## src/rtl/syscall_pkg.sv

```systemverilog
// Shared definitions for the syscall responder: FSM states and the $v0
// service codes understood by the controller, this block and the bench.
package syscall_pkg;

    typedef enum logic [1:0] {
        RUN     = 2'd0,
        PAUSE   = 2'd1,
        RELEASE = 2'd2,
        HALT    = 2'd3
    } state_t;

    localparam logic [31:0] SVC_DISPLAY = 32'd34;
    localparam logic [31:0] SVC_HALT    = 32'd10;
    localparam logic [31:0] SVC_PAUSE   = 32'd50;

endpackage

```

## src/rtl/button_sync_edge.sv

```systemverilog
// Two-flop synchroniser for a raw board button followed by a one-cycle
// rising-edge pulse. A held button yields exactly one pulse.
module button_sync_edge (
    input  logic clk,
    input  logic rst,
    input  logic button,
    output logic rise
);

    logic meta;
    logic sync;
    logic prev;

    // Synchronise the button and remember the previous synchronised level
    always_ff @(posedge clk or negedge rst) begin
        if (!rst) begin
            meta <= 1'b0;
            sync <= 1'b0;
            prev <= 1'b0;
        end else begin
            meta <= button;
            sync <= meta;
            prev <= sync;
        end
    end

    assign rise = sync & ~prev;

endmodule

```

## src/rtl/syscall_unit.sv

```systemverilog
// Syscall responder: services display / halt / pause-until-button requests
// decoded by the controller, and keeps the display value, executed-cycle
// count and accepted-syscall count. stall/halt are Mealy so PC holds on the
// syscall in the very cycle it is decoded.
module syscall_unit
    import syscall_pkg::*;
#(
    parameter logic [31:0] CODE_DISPLAY = SVC_DISPLAY,
    parameter logic [31:0] CODE_HALT    = SVC_HALT,
    parameter logic [31:0] CODE_PAUSE   = SVC_PAUSE
) (
    input  logic        clk,
    input  logic        rst,
    input  logic        syscall_req,
    input  logic [31:0] v0,
    input  logic [31:0] a0,
    input  logic        resume,
    output logic        stall,
    output logic        halt,
    output logic [31:0] syscall_out,
    output logic [31:0] total_cycle,
    output logic [15:0] syscall_count
);

    state_t      state;
    state_t      next_state;
    logic        resume_rise;
    logic        accept;
    logic        display;
    logic [31:0] cycle_q;
    logic [15:0] count_q;
    logic [31:0] out_q;

    button_sync_edge u_resume (
        .clk    (clk),
        .rst    (rst),
        .button (resume),
        .rise   (resume_rise)
    );

    // State register; reset drops straight back to RUN even mid-PAUSE/HALT
    always_ff @(posedge clk or negedge rst) begin
        if (!rst) state <= RUN;
        else      state <= next_state;
    end

    // Next state and Mealy stall/halt; a resume edge outside PAUSE is dropped
    always_comb begin
        next_state = state;
        stall      = 1'b0;
        halt       = 1'b0;
        accept     = 1'b0;
        display    = 1'b0;
        case (state)
            RUN: begin
                if (syscall_req) begin
                    if (v0 == CODE_DISPLAY) begin
                        accept  = 1'b1;
                        display = 1'b1;
                    end else if (v0 == CODE_HALT) begin
                        accept     = 1'b1;
                        halt       = 1'b1;
                        next_state = HALT;
                    end else if (v0 == CODE_PAUSE) begin
                        accept     = 1'b1;
                        stall      = 1'b1;
                        next_state = PAUSE;
                    end
                end
            end
            PAUSE: begin
                stall = 1'b1;
                if (resume_rise) next_state = RELEASE;
            end
            // The pause syscall is still at PC here, so the request is masked
            RELEASE: next_state = RUN;
            HALT: begin
                stall = 1'b1;
                halt  = 1'b1;
            end
            default: next_state = RUN;
        endcase
    end

    // Display latch, accepted-syscall counter (wraps) and cycle counter (saturates)
    always_ff @(posedge clk or negedge rst) begin
        if (!rst) begin
            out_q   <= 32'd0;
            count_q <= 16'd0;
            cycle_q <= 32'd0;
        end else begin
            if (display) out_q <= a0;
            if (accept)  count_q <= count_q + 16'd1;
            if ((state == RUN || state == RELEASE) && cycle_q != 32'hFFFF_FFFF)
                cycle_q <= cycle_q + 32'd1;
        end
    end

    assign syscall_out   = out_q;
    assign total_cycle   = cycle_q;
    assign syscall_count = count_q;

endmodule

```

## config.mk

```make
export PLATFORM = sky130hd
export DESIGN_NAME = syscall_unit
export DESIGN_NICKNAME = d
export VERILOG_FILES = /design/src/rtl/syscall_pkg.sv /design/src/rtl/button_sync_edge.sv /design/src/rtl/syscall_unit.sv
export SDC_FILE = /design/constraint.sdc
export NUM_CORES = 1
export LEC_CHECK = 0
export BUFFER_PORTS_ARGS = -buffer_cell sky130_fd_sc_hd__buf_4
export CORE_ASPECT_RATIO = 0.75
export CORE_UTILIZATION = 44
export DETAILED_ROUTE_END_ITERATION = 6
export PLACE_DENSITY = 0.73
export SYNTH_ARGS = -nofsm -noshare
export SYNTH_HDL_FRONTEND = slang
export SYNTH_HIERARCHICAL = 1
export SYNTH_SLANG_ARGS = --single-unit
```

## constraint.sdc

```tcl
create_clock -name clk -period 2.05 [get_ports clk]
set_input_delay 0.1025 -clock clk [delete_from_list [all_inputs] [get_ports clk]]
set_output_delay 0.1025 -clock clk [all_outputs]
set_load 0.05 [all_outputs]
```

==> results.py <==
metrics = {
    "run_status": {
        "status": "complete, no violations",
    },
    "synthesis": {
        "synth_enable_flop_cells": 0,
        "yosys.cell_count.top_type": "dfrtp_1",
        "synth_async_sr_flop_share_pct": 100.0,
        "syn_area_per_cell_sq_um": 11.93,
        "synth_top_cells_by_count": "dfrtp_1, nor2_1, mux2_1, xor2_1, nand4_1",
        "ys_warn_count": 6,
        "yosysTopAreaCell": "dfrtp_1",
        "synth_area_leaders": "dfrtp_1, mux2_1, xor2_1",
        "ys_ff_latch": 85,
        "syn-num-nets": 400,
        "synth_seq_area_share_pct": 54.86,
        "syn_area_sq_um": 3877,
        "synthFlopType": "dfrtp_1",
        "ys_types": 41,
        "syn_inst": 325,
        "yosysTopAreaCellShare_pct": 54.86,
    },
    "sta": {
        "fin_ws_ps": 63.42,
        "hold_ws_ps": 4.947,
        "min_period_ps": 1987,
        "setup_viol": 0,
        "timing.setup.tns_ps": 0,
        "finClkSkew_ps": 6.321,
        "hold_viol": 0,
        "tightest_slew_ps": 728.0,
        "slew_headroom_pct": 51.47,
        "drv_slew": 0,
        "finalCritPeriodShare_pct": 96.91,
        "fmax_mhz": 503.4,
    },
    "pwr": {
        "peakVddDrop_mv": 0.4829,
        "power_density_nw_per_um2": 604.9,
        "p_leak_uw": 0.003228,
    },
    "placement": {
        "port_buffers": 149,
        "dp_hpwl_um": 6851,
        "pre_cts_slack_ps": 23.11,
        "place.gp.congestion": 0.8145,
        "dpl.cell_count": 603,
        "placed_cell_area_sq_um": 5363,
    },
    "layout": {
        "diodes": 0,
        "drive_gt1_share_pct": 45.17,
        "fin_cells": 657,
        "fin_nets": 619,
        "area_growth_pct": 58.37,
        "final_area_sq_um": 6141,
    },
    "global_route": {
        "overflow": 0,
        "grtUsageTotal_pct": 22.80,
        "grt_pass1_wl_um": 16010,
        "grt_pass1_vias": 3342,
        "antenna_found_initial": 0,
        "grt_max_degree": 56,
    },
    "floorplanning": {
        "die-area_sq_um": 9195,
        "core-area_sq_um": 8491,
        "ioPinCount": 150,
        "die-height_um": 83.30,
        "start_util_pct": 45.67,
        "die_w_um": 110.4,
        "std_cell_rows": 29,
    },
    "min_path": {
        "hold_path_class": "in -> reg",
        "worstHoldEndpoint": "syscall_out[20]$_DFFE_PN0P_",
        "holdPathStages": 2,
        "holdCritStartpoint": "a0[20]",
    },
    "route": {
        "drc_errors": 0,
        "via_count": 3359,
        "drt_first_iter_violations": 76,
        "ant_nets": 0,
        "wl_per_cell_um": 15.71,
        "vias_per_cell": 5.113,
        "drt_first_pass_iters": 4,
        "wirelength_um": 10320,
    },
    "critical_path": {
        "cp-start-kind": "register",
        "r2r_slack_ps": 60,
        "end_kind": "register",
        "cp_max_fo": 5,
        "timing.rr.end": "total_cycle[11]$_DFFE_PN0P_",
        "critPathArrivalTime_ps": 2180,
        "reg2reg_depth": 6,
        "r2r_start": "total_cycle[26]$_DFFE_PN0P_",
        "critPathKind": "reg -> reg",
        "required_ps": 2240,
    },
    "cts": {
        "clk_path_buf_depth": 2,
        "clock_latency_ps": 330,
        "clkSlewWorstSetupHoldPaths_ps": 60,
        "numCtsBuffers": 9,
        "cts_tree": "built",
        "htree_levels": 3,
        "clock_sinks": 85,
        "cts-root-buf": "clkbuf_16",
    },
    "run": {
        "cap_violations": 0,
    },
}
==> cell families after synthesis <==
logic type	after synthesis	share of synthesized area (%)
flops	85	54.86
buf+inv	13	1.904
fa+ha+maj	7	2.259
compound gates	17	2.646
mux	36	10.49
simple gates	123	17.91
xor+xnor	44	9.939
==> critical path, cell delays in order, from the launching register on <==
cell	delay (ps)
dfrtp_2	400
nand4_2	110
or4b_4	610
nor4_4	320
buf_4	210
nor4_1	50
xor2_1	140
==> area by class of cell <==
cell class / count / area [sq um]
well taps: 108 / 135.1
fillers: 599 / 2350
multi-input cells: 227 / 1732
inverters: 6 / 22.52
clock buffers: 10 / 229.0
clock inverters: 6 / 111.4
repair buffers: 215 / 1758
flip-flops and latches: 85 / 2153
==> power breakdown <==
| group | internal [uW] | leakage (uW) | switching [uW] |
|---|---|---|---|
| clock | 1190 | 0.000163 | 650 |
| combinational | 124 | 0.00193 | 68.7 |
| sequential | 1680 | 0.00114 | 1.64 |
==> routing by layer <==
metal | track usage [%] | vias up | wire, um | part of all wire, %
li1 | - | 1593 | - | -
met1 | 29.67 | 1614 | 4458 | 43
met4 | 6.220 | 0 | 201 | 1.9
met5 | 0 | - | 0 | 0
met2 | 38.06 | 135 | 5130 | 50
met3 | 5.024 | 17 | 529 | 5.1
==> metrics by stage <==
step           utilization, %  total power, uW
6_report                72.33             3715
5_1_grt                 72.33             3829
2_1_floorplan               -             1723
3_3_place_gp            63.16             1865
3_5_place_dp            63.16             1865
4_1_cts                 71.84             3740
==> repair_timing <==
action,4_1_cts,5_1_grt
cloned,3,0
setup endpoints to repair,34,33
buffers inserted,6,3
gates resized for setup,5,4
pin swaps,1,2
hold buffers,26,0
hold endpoints to repair,79,0
==> flip-flops by register name, indices dropped and copies added, names as in the netlist <==
name / cells
state: 2
syscall_count: 16
syscall_out: 32
total_cycle: 32
u_resume/meta: 1
u_resume/prev: 1
u_resume/sync: 1
==> how the worst max path moves through the flow <==
stage / endpoint / from / slack (ps) / cells after the start
after floorplan: total_cycle[1]$_DFFE_PN0P_ / total_cycle[23]$_DFFE_PN0P_ / -90 / 5
after global placement: syscall_out[13]$_DFFE_PN0P_ / v0[16] / 120 / 7
after detailed placement: syscall_out[14]$_DFFE_PN0P_ / state[0]$_DFFE_PN0P_ / 20 / 7
after CTS: syscall_out[25]$_DFFE_PN0P_ / state[1]$_DFFE_PN0P_ / 10 / 8
after global routing: total_cycle[30]$_DFFE_PN0P_ / total_cycle[1]$_DFFE_PN0P_ / -70 / 7
final: total_cycle[11]$_DFFE_PN0P_ / total_cycle[26]$_DFFE_PN0P_ / 60 / 6
==> cell usage in the layout, fill, tap and decap left out, types with 5 or more instances in the layout <==
cell type / count
nor2_1: 30
xor2_1: 28
a21oi_1: 6
and3_1: 5
nand4_1: 19
ha_1: 6
dlygate4sd3_1: 26
mux2_1: 26
buf_4: 184
nor4_1: 7
clkbuf_16: 9
nor3_1: 10
nand2_1: 14
nand3_1: 17
dfrtp_2: 21
xnor2_1: 16
mux2_2: 5
dfrtp_1: 64
(Power assumes the default switching activity.)
